==> config.mk <==
export PLATFORM = sky130hd
export DESIGN_NAME = mc_controller_flat
export DESIGN_NICKNAME = d
export VERILOG_FILES = /design/src/rtl/mc_if.sv /design/src/rtl/mc_controller.sv /design/src/flat_wrapper.sv
export SDC_FILE = /design/constraint.sdc
export NUM_CORES = 1
export LEC_CHECK = 0
export ABC_AREA = 0
export ABC_CLOCK_PERIOD_IN_PS = 2350
export BUFFER_PORTS_ARGS = -buffer_cell sky130_fd_sc_hd__buf_2
export CAP_MARGIN = 30
export CORE_ASPECT_RATIO = 1.75
export CORE_MARGIN = 8
export CORE_UTILIZATION = 48
export CTS_BUF_LIST = sky130_fd_sc_hd__clkbuf_8
export DETAILED_ROUTE_END_ITERATION = 8
export PLACE_DENSITY_LB_ADDON = 0.1
export SYNTH_ARGS = -nofsm -noshare
export SYNTH_HDL_FRONTEND = slang
export SYNTH_SLANG_ARGS = --single-unit
==> constraint.sdc <==
create_clock -name clk -period 2.35 [get_ports clk]
set_clock_uncertainty 0.15 [all_clocks]
set_input_delay 0.235 -clock clk [delete_from_list [all_inputs] [get_ports clk]]
set_output_delay 0.235 -clock clk [all_outputs]
set_load 0.05 [all_outputs]
==> src/rtl/mc_if.sv <==
// Control-unit bundle between the multi-cycle sequencer and the datapath/memory side.
// master = sequencer (drives enables), slave = datapath/memory environment.
interface mc_if #(
  parameter int unsigned INSTR_W = 32,
  parameter int unsigned ALU_W   = 4
);
  logic [INSTR_W-1:0] decoded_instr;
  logic [ALU_W-1:0]   alu_control_in;
  logic               zero_signal;
  logic               mem_ready;
  logic               md_done;
  logic               imem_req;
  logic               ir_w;
  logic               pc_w;
  logic [1:0]         pc_sel;
  logic [ALU_W-1:0]   alu_control;
  logic               d_r;
  logic               d_w;
  logic               md_start;
  logic               regfile_w;
  logic               instr_done;
  logic               illegal;
  logic               bus_err;
  logic [2:0]         state;

  modport master (
    input  decoded_instr, alu_control_in, zero_signal, mem_ready, md_done,
    output imem_req, ir_w, pc_w, pc_sel, alu_control, d_r, d_w, md_start,
    output regfile_w, instr_done, illegal, bus_err, state
  );

  modport slave (
    output decoded_instr, alu_control_in, zero_signal, mem_ready, md_done,
    input  imem_req, ir_w, pc_w, pc_sel, alu_control, d_r, d_w, md_start,
    input  regfile_w, instr_done, illegal, bus_err, state
  );
endinterface

==> src/rtl/mc_controller.sv <==
// Multi-cycle MIPS control sequencer: FETCH/DECODE/EXEC/MEMACC/WB with mult/div wait,
// memory watchdog and illegal-instruction trap.
module mc_controller #(
  parameter int unsigned        INSTR_W     = 32,
  parameter int unsigned        ALU_W       = 4,
  parameter logic [INSTR_W-1:0] MD_MASK     = 32'h8000_0000,
  parameter int unsigned        MEM_TIMEOUT = 16,
  parameter int unsigned        JR_BIT      = 16,
  parameter int unsigned        LW_BIT      = 23,
  parameter int unsigned        SW_BIT      = 24,
  parameter int unsigned        BEQ_BIT     = 25,
  parameter int unsigned        BNE_BIT     = 26,
  parameter int unsigned        J_BIT       = 29,
  parameter int unsigned        JAL_BIT     = 30
) (
  input logic clk,
  input logic rst_n,
  mc_if.master bus
);
  localparam int unsigned WdW = $clog2(MEM_TIMEOUT + 1);

  typedef enum logic [2:0] {
    StFetch  = 3'd0,
    StDecode = 3'd1,
    StExec   = 3'd2,
    StMemAcc = 3'd3,
    StWb     = 3'd4,
    StMdWait = 3'd5,
    StTrap   = 3'd6
  } state_e;

  typedef struct packed {
    logic lw, sw, beq, bne, j, jr, jal;
  } cls_t;

  state_e             state_q, state_d;
  cls_t               cls_q, cls_d;
  logic [ALU_W-1:0]   alu_q, alu_d;
  logic [WdW-1:0]     wd_q, wd_d;
  logic               illegal_q, illegal_d;
  logic               bus_err_q, bus_err_d;
  logic               md_start_q, md_start_d;

  logic               imem, irw, pcw, dr, dw, rfw, done;
  logic [1:0]         sel;
  logic [INSTR_W-1:0] instr;
  logic               onehot, is_md, wd_limit;

  assign instr    = bus.decoded_instr;
  assign onehot   = (instr != '0) && ((instr & (instr - INSTR_W'(1))) == '0);
  assign is_md    = (instr & MD_MASK) != '0;
  assign wd_limit = (wd_q == WdW'(MEM_TIMEOUT - 1));

  always_comb begin
    state_d    = state_q;
    cls_d      = cls_q;
    alu_d      = alu_q;
    illegal_d  = illegal_q;
    bus_err_d  = bus_err_q;
    md_start_d = 1'b0;
    imem = 1'b0; irw = 1'b0; pcw = 1'b0; sel = 2'b00;
    dr   = 1'b0; dw  = 1'b0; rfw = 1'b0; done = 1'b0;
    unique case (state_q)
      StFetch: begin
        imem = 1'b1;
        if (bus.mem_ready) begin
          irw     = 1'b1;
          pcw     = 1'b1;
          state_d = StDecode;
        end else if (wd_limit) begin
          bus_err_d = 1'b1;
          state_d   = StTrap;
        end
      end
      StDecode: begin
        if (!onehot) begin
          illegal_d = 1'b1;
          state_d   = StTrap;
        end else begin
          alu_d = bus.alu_control_in;
          cls_d = '{lw: instr[LW_BIT], sw: instr[SW_BIT], beq: instr[BEQ_BIT],
                    bne: instr[BNE_BIT], j: instr[J_BIT], jr: instr[JR_BIT],
                    jal: instr[JAL_BIT]};
          if (is_md) begin
            md_start_d = 1'b1;
            state_d    = StMdWait;
          end else begin
            state_d = StExec;
          end
        end
      end
      StExec: begin
        if (cls_q.beq || cls_q.bne) begin
          // Taken when zero matches beq, or mismatches bne.
          if (cls_q.beq == bus.zero_signal) begin
            pcw = 1'b1;
            sel = 2'b11;
          end
          done    = 1'b1;
          state_d = StFetch;
        end else if (cls_q.j || cls_q.jr) begin
          pcw     = 1'b1;
          sel     = cls_q.jr ? 2'b10 : 2'b01;
          done    = 1'b1;
          state_d = StFetch;
        end else if (cls_q.jal) begin
          pcw     = 1'b1;
          sel     = 2'b01;
          state_d = StWb;
        end else if (cls_q.lw || cls_q.sw) begin
          state_d = StMemAcc;
        end else begin
          state_d = StWb;
        end
      end
      StMemAcc: begin
        dr = cls_q.lw;
        dw = cls_q.sw;
        if (bus.mem_ready) begin
          done    = cls_q.sw;
          state_d = cls_q.lw ? StWb : StFetch;
        end else if (wd_limit) begin
          bus_err_d = 1'b1;
          state_d   = StTrap;
        end
      end
      StMdWait: if (bus.md_done) state_d = StWb;
      StWb: begin
        rfw     = 1'b1;
        done    = 1'b1;
        state_d = StFetch;
      end
      StTrap: ;
      default: state_d = StTrap;
    endcase

    if (state_d != state_q) begin
      wd_d = '0;
    end else if ((state_q == StFetch || state_q == StMemAcc) && !bus.mem_ready) begin
      wd_d = wd_q + WdW'(1);
    end else begin
      wd_d = wd_q;
    end
  end

  always_ff @(posedge clk or negedge rst_n) begin
    if (!rst_n) begin
      state_q    <= StFetch;
      cls_q      <= '0;
      alu_q      <= '0;
      wd_q       <= '0;
      illegal_q  <= 1'b0;
      bus_err_q  <= 1'b0;
      md_start_q <= 1'b0;
    end else begin
      state_q    <= state_d;
      cls_q      <= cls_d;
      alu_q      <= alu_d;
      wd_q       <= wd_d;
      illegal_q  <= illegal_d;
      bus_err_q  <= bus_err_d;
      md_start_q <= md_start_d;
    end
  end

  // Gate with rst_n so nothing (notably write strobes) escapes in the cycle reset asserts.
  assign bus.imem_req    = rst_n & imem;
  assign bus.ir_w        = rst_n & irw;
  assign bus.pc_w        = rst_n & pcw;
  assign bus.pc_sel      = rst_n ? sel : 2'b00;
  assign bus.d_r         = rst_n & dr;
  assign bus.d_w         = rst_n & dw;
  assign bus.regfile_w   = rst_n & rfw;
  assign bus.instr_done  = rst_n & done;
  assign bus.md_start    = rst_n & md_start_q;
  assign bus.alu_control = rst_n ? alu_q : '0;
  assign bus.illegal     = rst_n & illegal_q;
  assign bus.bus_err     = rst_n & bus_err_q;
  assign bus.state       = rst_n ? state_q : StFetch;

endmodule

==> src/flat_wrapper.sv <==
// flat-port wrapper written by rule: the top's interface ports become plain ports
module mc_controller_flat 
#(
  parameter int unsigned        INSTR_W     = 32,
  parameter int unsigned        ALU_W       = 4,
  parameter logic [INSTR_W-1:0] MD_MASK     = 32'h8000_0000,
  parameter int unsigned        MEM_TIMEOUT = 16,
  parameter int unsigned        JR_BIT      = 16,
  parameter int unsigned        LW_BIT      = 23,
  parameter int unsigned        SW_BIT      = 24,
  parameter int unsigned        BEQ_BIT     = 25,
  parameter int unsigned        BNE_BIT     = 26,
  parameter int unsigned        J_BIT       = 29,
  parameter int unsigned        JAL_BIT     = 30
)
  (clk, rst_n, bus_decoded_instr, bus_alu_control_in, bus_zero_signal, bus_mem_ready, bus_md_done, bus_imem_req, bus_ir_w, bus_pc_w, bus_pc_sel, bus_alu_control, bus_d_r, bus_d_w, bus_md_start, bus_regfile_w, bus_instr_done, bus_illegal, bus_bus_err, bus_state);
  mc_if #(.INSTR_W(INSTR_W), .ALU_W(ALU_W)) bus_i ();
  input logic clk;
  input logic rst_n;
  input wire logic [$bits(bus_i.decoded_instr)-1:0] bus_decoded_instr;
  input wire logic [$bits(bus_i.alu_control_in)-1:0] bus_alu_control_in;
  input wire logic [$bits(bus_i.zero_signal)-1:0] bus_zero_signal;
  input wire logic [$bits(bus_i.mem_ready)-1:0] bus_mem_ready;
  input wire logic [$bits(bus_i.md_done)-1:0] bus_md_done;
  output wire logic [$bits(bus_i.imem_req)-1:0] bus_imem_req;
  output wire logic [$bits(bus_i.ir_w)-1:0] bus_ir_w;
  output wire logic [$bits(bus_i.pc_w)-1:0] bus_pc_w;
  output wire logic [$bits(bus_i.pc_sel)-1:0] bus_pc_sel;
  output wire logic [$bits(bus_i.alu_control)-1:0] bus_alu_control;
  output wire logic [$bits(bus_i.d_r)-1:0] bus_d_r;
  output wire logic [$bits(bus_i.d_w)-1:0] bus_d_w;
  output wire logic [$bits(bus_i.md_start)-1:0] bus_md_start;
  output wire logic [$bits(bus_i.regfile_w)-1:0] bus_regfile_w;
  output wire logic [$bits(bus_i.instr_done)-1:0] bus_instr_done;
  output wire logic [$bits(bus_i.illegal)-1:0] bus_illegal;
  output wire logic [$bits(bus_i.bus_err)-1:0] bus_bus_err;
  output wire logic [$bits(bus_i.state)-1:0] bus_state;
  assign bus_i.decoded_instr = bus_decoded_instr;
  assign bus_i.alu_control_in = bus_alu_control_in;
  assign bus_i.zero_signal = bus_zero_signal;
  assign bus_i.mem_ready = bus_mem_ready;
  assign bus_i.md_done = bus_md_done;
  assign bus_imem_req = bus_i.imem_req;
  assign bus_ir_w = bus_i.ir_w;
  assign bus_pc_w = bus_i.pc_w;
  assign bus_pc_sel = bus_i.pc_sel;
  assign bus_alu_control = bus_i.alu_control;
  assign bus_d_r = bus_i.d_r;
  assign bus_d_w = bus_i.d_w;
  assign bus_md_start = bus_i.md_start;
  assign bus_regfile_w = bus_i.regfile_w;
  assign bus_instr_done = bus_i.instr_done;
  assign bus_illegal = bus_i.illegal;
  assign bus_bus_err = bus_i.bus_err;
  assign bus_state = bus_i.state;
  mc_controller #(.INSTR_W(INSTR_W), .ALU_W(ALU_W), .MD_MASK(MD_MASK), .MEM_TIMEOUT(MEM_TIMEOUT), .JR_BIT(JR_BIT), .LW_BIT(LW_BIT), .SW_BIT(SW_BIT), .BEQ_BIT(BEQ_BIT), .BNE_BIT(BNE_BIT), .J_BIT(J_BIT), .JAL_BIT(JAL_BIT)) u_core (.clk(clk), .rst_n(rst_n), .bus(bus_i));
endmodule
# Word level (Yosys, flattened, before mapping)
# Cells that the tools add are included.
dict set report word_totals {
  out_inout_bits 19
  in_bits 41
  memories 0
  romBits 0
  ff_bits 22
  latchBits 0
  mem_bits_rw 0
}
dict set report classes {
  div_mod_pow 0
  muxes 41
  bitwise 13
  multipliers 0
  n_eq_ne 9
  order_cmp 0
  n_addsub 2
  shift 0
  reduce_logical 15
}
# operator count
set op_table {}
lappend op_table {{$mux W3} 12}
lappend op_table {{$and A32 B32 Y32} 1}
lappend op_table {{$logic_not A32 Y1} 1}
lappend op_table {{$reduce_bool A32 Y1} 1}
lappend op_table {{$sub A32 B1 Y32 const B} 1}
lappend op_table {{$pmux W3 S7} 1}
lappend op_table {{$mux W1} 17}
lappend op_table {{$mux W2} 6}
lappend op_table {{$and A1 B1 Y1} 10}
lappend op_table {{$mux W5} 2}
lappend op_table {{$eq A3 B3 Y1 const B} 3}
lappend op_table {{$eq A3 B2 Y1 const B} 2}
lappend op_table {{$add A5 B1 Y5 const B} 1}
lappend op_table {{$eq A5 B4 Y1 const B} 1}
lappend op_table {{$logic_or A1 B1 Y1} 4}
lappend op_table {{$mux W4} 1}
lappend op_table {{$reduce_and A2 Y1} 2}
lappend op_table {{$eq A3 B1 Y1 const B} 1}
lappend op_table {{$logic_not A3 Y1} 1}
lappend op_table {{$ne A3 B3 Y1} 1}
lappend op_table {{$pmux W1 S3} 1}
lappend op_table {{$reduce_and A3 Y1} 1}
lappend op_table {{$logic_and A1 B1 Y1} 2}
lappend op_table {{$not A1 Y1} 2}
lappend op_table {{5 further kinds} 5}

# Longest topological paths before layout
# Gate-level depths: netlist (run 1).
dict set report depth {
  ltp_word 8
  ltp_mapped 10
  depth_no_buf 10
}

# Least setup slack after synthesis (run 1)
# No wires, ideal clock.
dict set report synth_path {
  kind {register -> output}
  start {register u_core.state_q[0]}
  end {output port bus_pc_w}
  path_slack_ns -0.596
  n_path_buf 2
  stages_incl_launch_ff 7
  arrival_ns 2.561
  cell_sequence {dfrtp_1 > clkbuf_1 > clkbuf_1 > nand2b_1 > nor3_1 > nand2_1 > nand2_1}
}
dict set report synth_between {
  elab_chain_len 3
}
# item line_no
set synth_rtl {}
lappend synth_rtl {{from (decl)} mc_controller.sv:36} ;# state_e state_q, state_d;
lappend synth_rtl {{from (signal assigned)} mc_controller.sv:148} ;# state_q <= StFetch;
lappend synth_rtl {{from (signal assigned)} mc_controller.sv:156} ;# state_q <= state_d;
lappend synth_rtl {{$eq A3 B2 Y1 / $logic_not A3 Y1 (equally long branches)} mc_controller.sv:63} ;# unique case (state_q)
lappend synth_rtl {{$pmux W1 S2 (*)} mc_controller.sv:63}
lappend synth_rtl {{$and A1 B1 Y1 (*)} mc_controller.sv:169} ;# assign bus.pc_w = rst_n & pcw;
lappend synth_rtl {{to (decl)} flat_wrapper.sv:27} ;# output wire logic [$bits(bus_i.pc_w)-1:0] bus_pc_w;
# Every way passes the cells marked *; elsewhere a longest branch is shown, timed or not.

# Worst setup path after layout (run 1)
dict set report layout_path {
  start {input port bus_decoded_instr[1]}
  end {register u_core.cls_q[0] (netlist bit)}
}
dict set report layout_between {
  elab_chain_len 5
}
# item line_no
set layout_rtl {}
lappend layout_rtl {{from (decl)} flat_wrapper.sv:20} ;# input wire logic [$bits(bus_i.decoded_instr)-1:0] bus_decoded_instr;
lappend layout_rtl {{$sub A32 B1 Y32} mc_controller.sv:50} ;# assign onehot = (instr != '0) && ((instr & (instr - INSTR_W'(1))) == '0);
lappend layout_rtl {{$and A32 B32 Y32} mc_controller.sv:50}
lappend layout_rtl {{$logic_not A32 Y1} mc_controller.sv:50}
lappend layout_rtl {{$logic_and A1 B1 Y1 (*)} mc_controller.sv:50}
lappend layout_rtl {{$reduce_and A2 Y1 (no line) (*)} --}
lappend layout_rtl {{to (signal assigned)} mc_controller.sv:157} ;# cls_q <= cls_d;
lappend layout_rtl {{to (decl)} mc_controller.sv:37} ;# cls_t cls_q, cls_d;
# Marks and branches as above.
# A chain may end at the register's enable or synchronous reset.

==> flow_metrics.py, run 1 <==
metrics = {
    "clock_network": {
        "cts_made_buffers": 3,
        "htree_levels": 1,
        "clkTransAtPathRegs_ns": 0.08,
        "clk_latency_ns": 0.26,
        "clock_path_buffers": 2,
        "cts_tree": "built",
        "root_buffer": "clkbuf_8",
        "cts.sinks": 22,
    },
    "global_route": {
        "grt_pass1_wl_um": 10600,
        "track_usage": 0.207,
        "antenna_found_initial": 0,
        "grt_pass1_vias": 2386,
        "grt_max_degree": 35,
        "overflow": 0,
    },
    "worst_setup_path": {
        "critPathLaunchType": "input port",
        "worstPathRequired_ns": 2.35,
        "r2r_setup_slack_ns": -0.09,
        "rr_worst_depth": 10,
        "cp_cell_sequence": "buf_6 > or4_4 > nand4b_4 > o41ai_2 > nand3_1 > or4_4 > nor4_4 > buf_4 > mux2_4",
        "r2r-end": "u_core.wd_q[0]",
        "critPathMaxFanout": 6,
        "worst-endpoint-arrival_ns": 2.99,
        "crit_type": "input port to register",
        "cp-endpoint": "u_core.cls_q[0]",
        "cp_slowest_stage_delay_ns": 0.59,
        "crit_top_cell": "or4_4",
        "startpoint": "bus_decoded_instr[1]",
        "r2r-start": "u_core.wd_q[0]",
        "slowest_stage": "or4_4",
        "end_kind": "register",
    },
    "timing": {
        "fmax_mhz": 334,
        "rsz0062_at_grt": "yes",
        "timing.final.crit_share": 1.27,
        "final_hold_viol_count": 0,
        "setup_viol": 20,
        "tightestPinTransition_ns": 0.473,
        "fin_crit_ns": 3.00,
        "slew_headroom": 0.683,
        "slew_violations": 0,
        "setup_slack_ns": -0.646,
    },
    "power": {
        "pwr-share-seq": 0.467,
        "power.switching_mw": 0.220,
        "p_int_mw": 0.590,
        "power.density_mw_per_mm2": 270,
        "pwr-share-clk": 0.290,
        "p_sw_frac": 0.272,
        "p_leak_nw": 1.45,
        "combPwrFrac": 0.243,
        "vdd_drop_max_uv": 350,
    },
    "cells_and_area": {
        "layout_commonest_cell": "buf_4",
        "stdcell_count": 391,
        "fin_area_mm2": 0.00300,
        "nets": 388,
        "drive_above_1_share": 0.528,
        "fill_cells": 283,
        "num_antenna_cells": 0,
        "final_cell_mix": "buf_4 (68), buf_2 (55), nor2_1 (28)",
        "fin_util": 0.784,
        "synthToLayoutAreaGrowth_pct": 59.9,
    },
    "floorplan": {
        "die_w_um": 63.3,
        "io_pins": 60,
        "die_area_mm2": 0.00625,
        "core-area_mm2": 0.00383,
        "rows": 30,
        "start_util": 0.490,
        "die_h_um": 98.7,
    },
    "placed_design": {
        "gp_congestion": 0.899,
        "post-place-cells": 380,
        "numPortBuffers": 59,
        "placed_area_mm2": 0.00272,
        "dp_hpwl_um": 5180,
        "pre_cts_ws_ns": -0.914,
    },
    "route": {
        "postRouteAntennaNets": 0,
        "dr.pass1.iters": 4,
        "wl_per_cell_um": 17.5,
        "viasPerCell": 5.74,
        "drc_errors": 0,
        "drtIter0Drc": 108,
        "vias": 2246,
        "routed_wl_um": 6850,
    },
    "yosys": {
        "yosys.cell_types.count": 51,
        "yosysSeqAreaShare": 0.293,
        "syn_area_per_cell_um2": 8.65,
        "ys_ff_latch": 22,
        "syn_nets": 260,
        "synth_cells": 217,
        "ys_warn_count": 0,
        "ys.flop_type": "dfrtp_1",
        "post_synth_instance_area_mm2": 0.00188,
        "synth_edf_count": 0,
        "synth_top_area_frac": 0.293,
        "yosysTopAreaCell": "dfrtp_1",
        "synth-async-reset-ratio": 1.00,
        "netlist_top_cells_area": "dfrtp_1 (29%), mux2_4 (8.0%), nor2_1 (6.4%)",
    },
    "job": {
        "maxCapViolations": 0,
    },
    "run_status": {
        "status": "finished with violations",
        "violations": "setup timing",
    },
    "min_path": {
        "hp-class": "input port to register",
        "holdPathStages": 2,
    },
}
## registers in the layout, indices dropped and copies added (netlist names)
register	cells
u_core.illegal_q	1
u_core.alu_q	4
u_core.md_start_q	1
u_core.cls_q	7
u_core.state_q	3
u_core.bus_err_q	1
u_core.wd_q	5
## timing repair
item,in CTS,in global routing
hold buffers,1,0
endpoints found under the setup margin,22,22
endpoints found under the hold margin,22,0
buffers inserted,4,3
pin swaps,4,4
resized for setup,22,14
## synthesized netlist by cell type, types with 5 or more instances
cell type / number
a21oi_1: 7
and2_1: 13
clkbuf_1: 6
dfrtp_1: 22
mux2_4: 10
nand2_1: 12
nand2b_1: 6
nand3_1: 6
nor2_1: 32
nor2b_1: 6
nor3_1: 9
nor4_1: 6
o21ai_0: 5
o41ai_1: 5
or3_1: 5
## how the worst min path moves through the flow
stage	startpoint	end	slack [ns]
2_1_floorplan	rst_n	u_core.alu_q[0]	-0.21
3_3_place_gp	rst_n	u_core.state_q[2]	0.11
3_5_place_dp	rst_n	u_core.state_q[0]	0.12
4_1_cts	bus_alu_control_in[2]	u_core.alu_q[2]	0.05
5_1_grt	bus_alu_control_in[2]	u_core.alu_q[2]	0.05
6_report	bus_alu_control_in[2]	u_core.alu_q[2]	0.05
## power groups by stage
stage                     Combinational, mW  Clock (mW)  Sequential (mW)
after floorplan                      0.0488           0            0.386
after global placement                0.179           0            0.386
after detailed placement              0.180           0            0.386
after CTS                             0.188       0.234            0.378
after global routing                  0.211       0.249            0.378
final                                 0.196       0.235            0.378
## per-stage QoR
| stage | setup TNS, ns | power, mW | hold slack, ns |
|---|---|---|---|
| 5_1_grt | -10.44 | 0.838 | 0.0491 |
| 4_1_cts | -7.01 | 0.800 | 0.0477 |
| 3_3_place_gp | -12.17 | 0.564 | 0.114 |
| 3_5_place_dp | -13.20 | 0.566 | 0.115 |
| 6_report | -9.04 | 0.810 | 0.0536 |
| 2_1_floorplan | -7.19 | 0.435 | -0.211 |
## worst max-delay path: cells and delay by family
family                 cells  cell delay (ns)
AND/OR/NAND/NOR            5             1.75
buffers and inverters      2             0.31
AO/OA/AOI/OAI              1             0.38
multiplexers               1             0.30
## layout make-up
type	instances	area, µm²	share of cell area
clock buffer	3	41.3	0.0138
multi-input combinational	184	1470	0.490
timing repair buffer	130	863	0.288
sequential	22	551	0.183
tap	48	60.1	0.0200
inverter	4	15.0	0.00500
## cell families after synthesis
family | after synthesis | synth area share
flip-flops | 22 | 0.293
adder cells (fa/ha/maj) | 3 | 0.0187
AO/OA/AOI/OAI | 45 | 0.178
AND/OR/NAND/NOR | 120 | 0.373
XOR/XNOR | 3 | 0.0140
multiplexers | 13 | 0.0973
buffers and inverters | 11 | 0.0260
## layer usage
layer | track usage | wire length [µm] | vias up | share of wire
li1 | - | - | 1079 | -
met1 | 0.181 | 2350 | 1060 | 0.34
met2 | 0.408 | 3960 | 85 | 0.58
met3 | 0.0364 | 284 | 22 | 0.041
met4 | 0.136 | 257 | 0 | 0.038
met5 | 0 | 0 | - | 0
Note: power is estimated with default switching activity, not from simulation.
==> run 2: changes to the inputs <==
--- a/config.mk
+++ b/config.mk
@@ -6,15 +6,16 @@
 export NUM_CORES = 1
 export LEC_CHECK = 0
 export ABC_AREA = 0
-export ABC_CLOCK_PERIOD_IN_PS = 2350
+export ABC_CLOCK_PERIOD_IN_PS = 3800
 export BUFFER_PORTS_ARGS = -buffer_cell sky130_fd_sc_hd__buf_2
 export CAP_MARGIN = 30
 export CORE_ASPECT_RATIO = 1.75
 export CORE_MARGIN = 8
-export CORE_UTILIZATION = 48
+export CORE_UTILIZATION = 50
 export CTS_BUF_LIST = sky130_fd_sc_hd__clkbuf_8
 export DETAILED_ROUTE_END_ITERATION = 8
 export PLACE_DENSITY_LB_ADDON = 0.1
 export SYNTH_ARGS = -nofsm -noshare
 export SYNTH_HDL_FRONTEND = slang
 export SYNTH_SLANG_ARGS = --single-unit
+export TNS_END_PERCENT = 50
==> constraint.sdc (replaced) <==
create_clock -name clk -period 3.8 [get_ports clk]
set_clock_uncertainty 0.15 [all_clocks]
set_input_delay 0.38 -clock clk [delete_from_list [all_inputs] [get_ports clk]]
set_output_delay 0.38 -clock clk [all_outputs]
set_load 0.05 [all_outputs]
==> run 2 against run 1 <==
  * The flow finishes with violations (hold timing)
  * Critical path depth did not move
  * Core utilization down 16 points
  * Routed wire length shrank 25%
  * Via count down 13%
  * Sequential power down 38%
  * Highest routed layer unchanged
  * Critical path type unchanged
  * Critical endpoint is now u_core.cls_q[3]
  * Sequential cell count stayed put
  * First-iteration DRC count decreased by 36%
  * Non-clock buffer count decreased by 68
  * Largest cell class unchanged
==> flow_metrics.py, run 2 (synthesized netlist as in run 1, its figures left out) <==
metrics = {
    "power": {
        "vdd_drop_max_uv": 154,
        "power.density_mw_per_mm2": 212,
        "p_leak_nw": 1.08,
        "power.switching_mw": 0.125,
        "pwr-share-seq": 0.486,
        "p_int_mw": 0.356,
        "pwr-share-clk": 0.347,
        "p_sw_frac": 0.260,
        "combPwrFrac": 0.167,
    },
    "timing": {
        "rsz0062_at_grt": "no",
        "slew_headroom": 0.583,
        "fmax_mhz": 318,
        "setup_viol": 0,
        "final_hold_viol_count": 22,
        "slew_violations": 0,
        "fin_crit_ns": 3.14,
        "setup_slack_ns": 0.658,
        "hold_slack_ns": -0.0122,
        "timing.final.crit_share": 0.827,
        "setup_tns_ns": 0,
        "tightestPinTransition_ns": 0.620,
    },
    "placed_design": {
        "dp_hpwl_um": 4150,
        "pre_cts_ws_ns": 0.391,
        "numPortBuffers": 59,
        "gp_congestion": 0.937,
    },
    "floorplan": {
        "die_area_mm2": 0.00605,
        "rows": 29,
        "io_pins": 60,
        "die_h_um": 97.1,
        "die_w_um": 62.3,
        "core-area_mm2": 0.00363,
        "start_util": 0.517,
    },
    "clock_network": {
        "htree_levels": 1,
        "post-cts-setup-buffer-count": 0,
        "cts_tree": "built",
        "clkTransAtPathRegs_ns": 0.08,
        "cts_made_buffers": 3,
        "cts.hold.buffers_added": 0,
        "root_buffer": "clkbuf_8",
        "cts.sinks": 22,
        "clock_path_buffers": 2,
        "cts_resized": 0,
        "clk_latency_ns": 0.26,
    },
    "cells_and_area": {
        "drive_above_1_share": 0.326,
        "num_antenna_cells": 0,
        "layout_commonest_cell": "buf_2",
        "reg_top3": "u_core.cls_q (7), u_core.wd_q (5), u_core.alu_q (4)",
        "synthToLayoutAreaGrowth_pct": 21.1,
        "largest_reg_flops": 7,
        "final_cell_mix": "buf_2 (59), nor2_1 (32), dfrtp_1 (22)",
        "regMostFlops": "u_core.cls_q",
        "nets": 320,
    },
    "route": {
        "postRouteAntennaNets": 0,
        "routed_wl_um": 5140,
        "dr.pass1.iters": 4,
        "wl_per_cell_um": 16.0,
        "drtIter0Drc": 69,
        "vias": 1953,
        "viasPerCell": 6.07,
        "drc_errors": 0,
    },
    "worst_setup_path": {
        "critPathMaxFanout": 11,
        "worst-endpoint-arrival_ns": 3.15,
        "critPathLaunchType": "input port",
        "crit_type": "input port to register",
        "worstPathRequired_ns": 3.80,
        "end_kind": "register",
    },
    "run_status": {
        "status": "finished with violations",
        "violations": "hold timing",
    },
    "global_route": {
        "track_usage": 0.167,
        "overflow": 0,
        "grt_pass1_wl_um": 8540,
        "antenna_found_initial": 0,
        "grt_max_degree": 35,
        "grt_pass1_vias": 1992,
    },
    "job": {
        "maxCapViolations": 0,
    },
    "min_path": {
        "hp-class": "input port to async pin",
    },
}
[run 2: worst paths after layout]
kind                                       start               end  slack (ns)  cells after the start
max                         bus_decoded_instr[1]   u_core.cls_q[3]        0.66                      9
min                                        rst_n    u_core.wd_q[3]       -0.01                      2
max reg2reg                      u_core.cls_q[1]    u_core.wd_q[4]        0.93                      6
min reg2reg                     u_core.bus_err_q  u_core.bus_err_q        0.30                      1
max in group asynchronous                  rst_n   u_core.cls_q[5]        3.26                      2
min in group clk           bus_alu_control_in[3]   u_core.alu_q[3]        0.19                      2
[run 2: stage by stage]
step | cells | util | hold WS, ns | cell area, µm² | power [mW]
6_report | 322 | 0.627 | -0.0122 | 2270 | 0.482
2_1_floorplan | 217 | - | -0.0656 | 1880 | 0.267
5_1_grt | 322 | 0.627 | 0.0204 | 2270 | 0.509
4_1_cts | 322 | 0.627 | 0.000408 | 2270 | 0.486
3_3_place_gp | 318 | 0.611 | 0.284 | 2220 | 0.318
3_5_place_dp | 318 | 0.611 | 0.290 | 2220 | 0.318
[run 2: power by group through the flow]
stage / Sequential [mW] / Combinational (mW) / Clock, mW
finish: 0.234 / 0.0805 / 0.167
CTS: 0.234 / 0.0797 / 0.172
global route: 0.234 / 0.0881 / 0.187
floorplan: 0.239 / 0.0287 / 0
detailed placement: 0.239 / 0.0793 / 0
global placement: 0.239 / 0.0796 / 0
[run 2: worst max-delay path, cell delays in order]
cell,delay [ns]
buf_2,0.11
or4_4,0.58
o41ai_1,0.40
nand4_1,0.13
a221o_1,0.28
or4_4,0.50
nor4_4,0.14
buf_4,0.27
mux2_2,0.35
[run 2: per-layer routing]
metal  global-route usage  part of all wire  wire length, µm  up-vias
li1                     -                 -                -      944
met4                0.108             0.036              186        0
met2                0.298              0.52             2680       81
met1                0.172              0.40             2040      913
met5                    0                 0                0        -
met3               0.0277             0.047              242       15
[run 2: layout make-up]
type | count | area (µm²)
fillers | 363 | 1360
well taps | 46 | 57.6
flip-flops and latches | 22 | 551
multi-input cells | 184 | 1280
clock buffers | 4 | 55.1
repair buffers | 62 | 318
inverters | 4 | 15.0
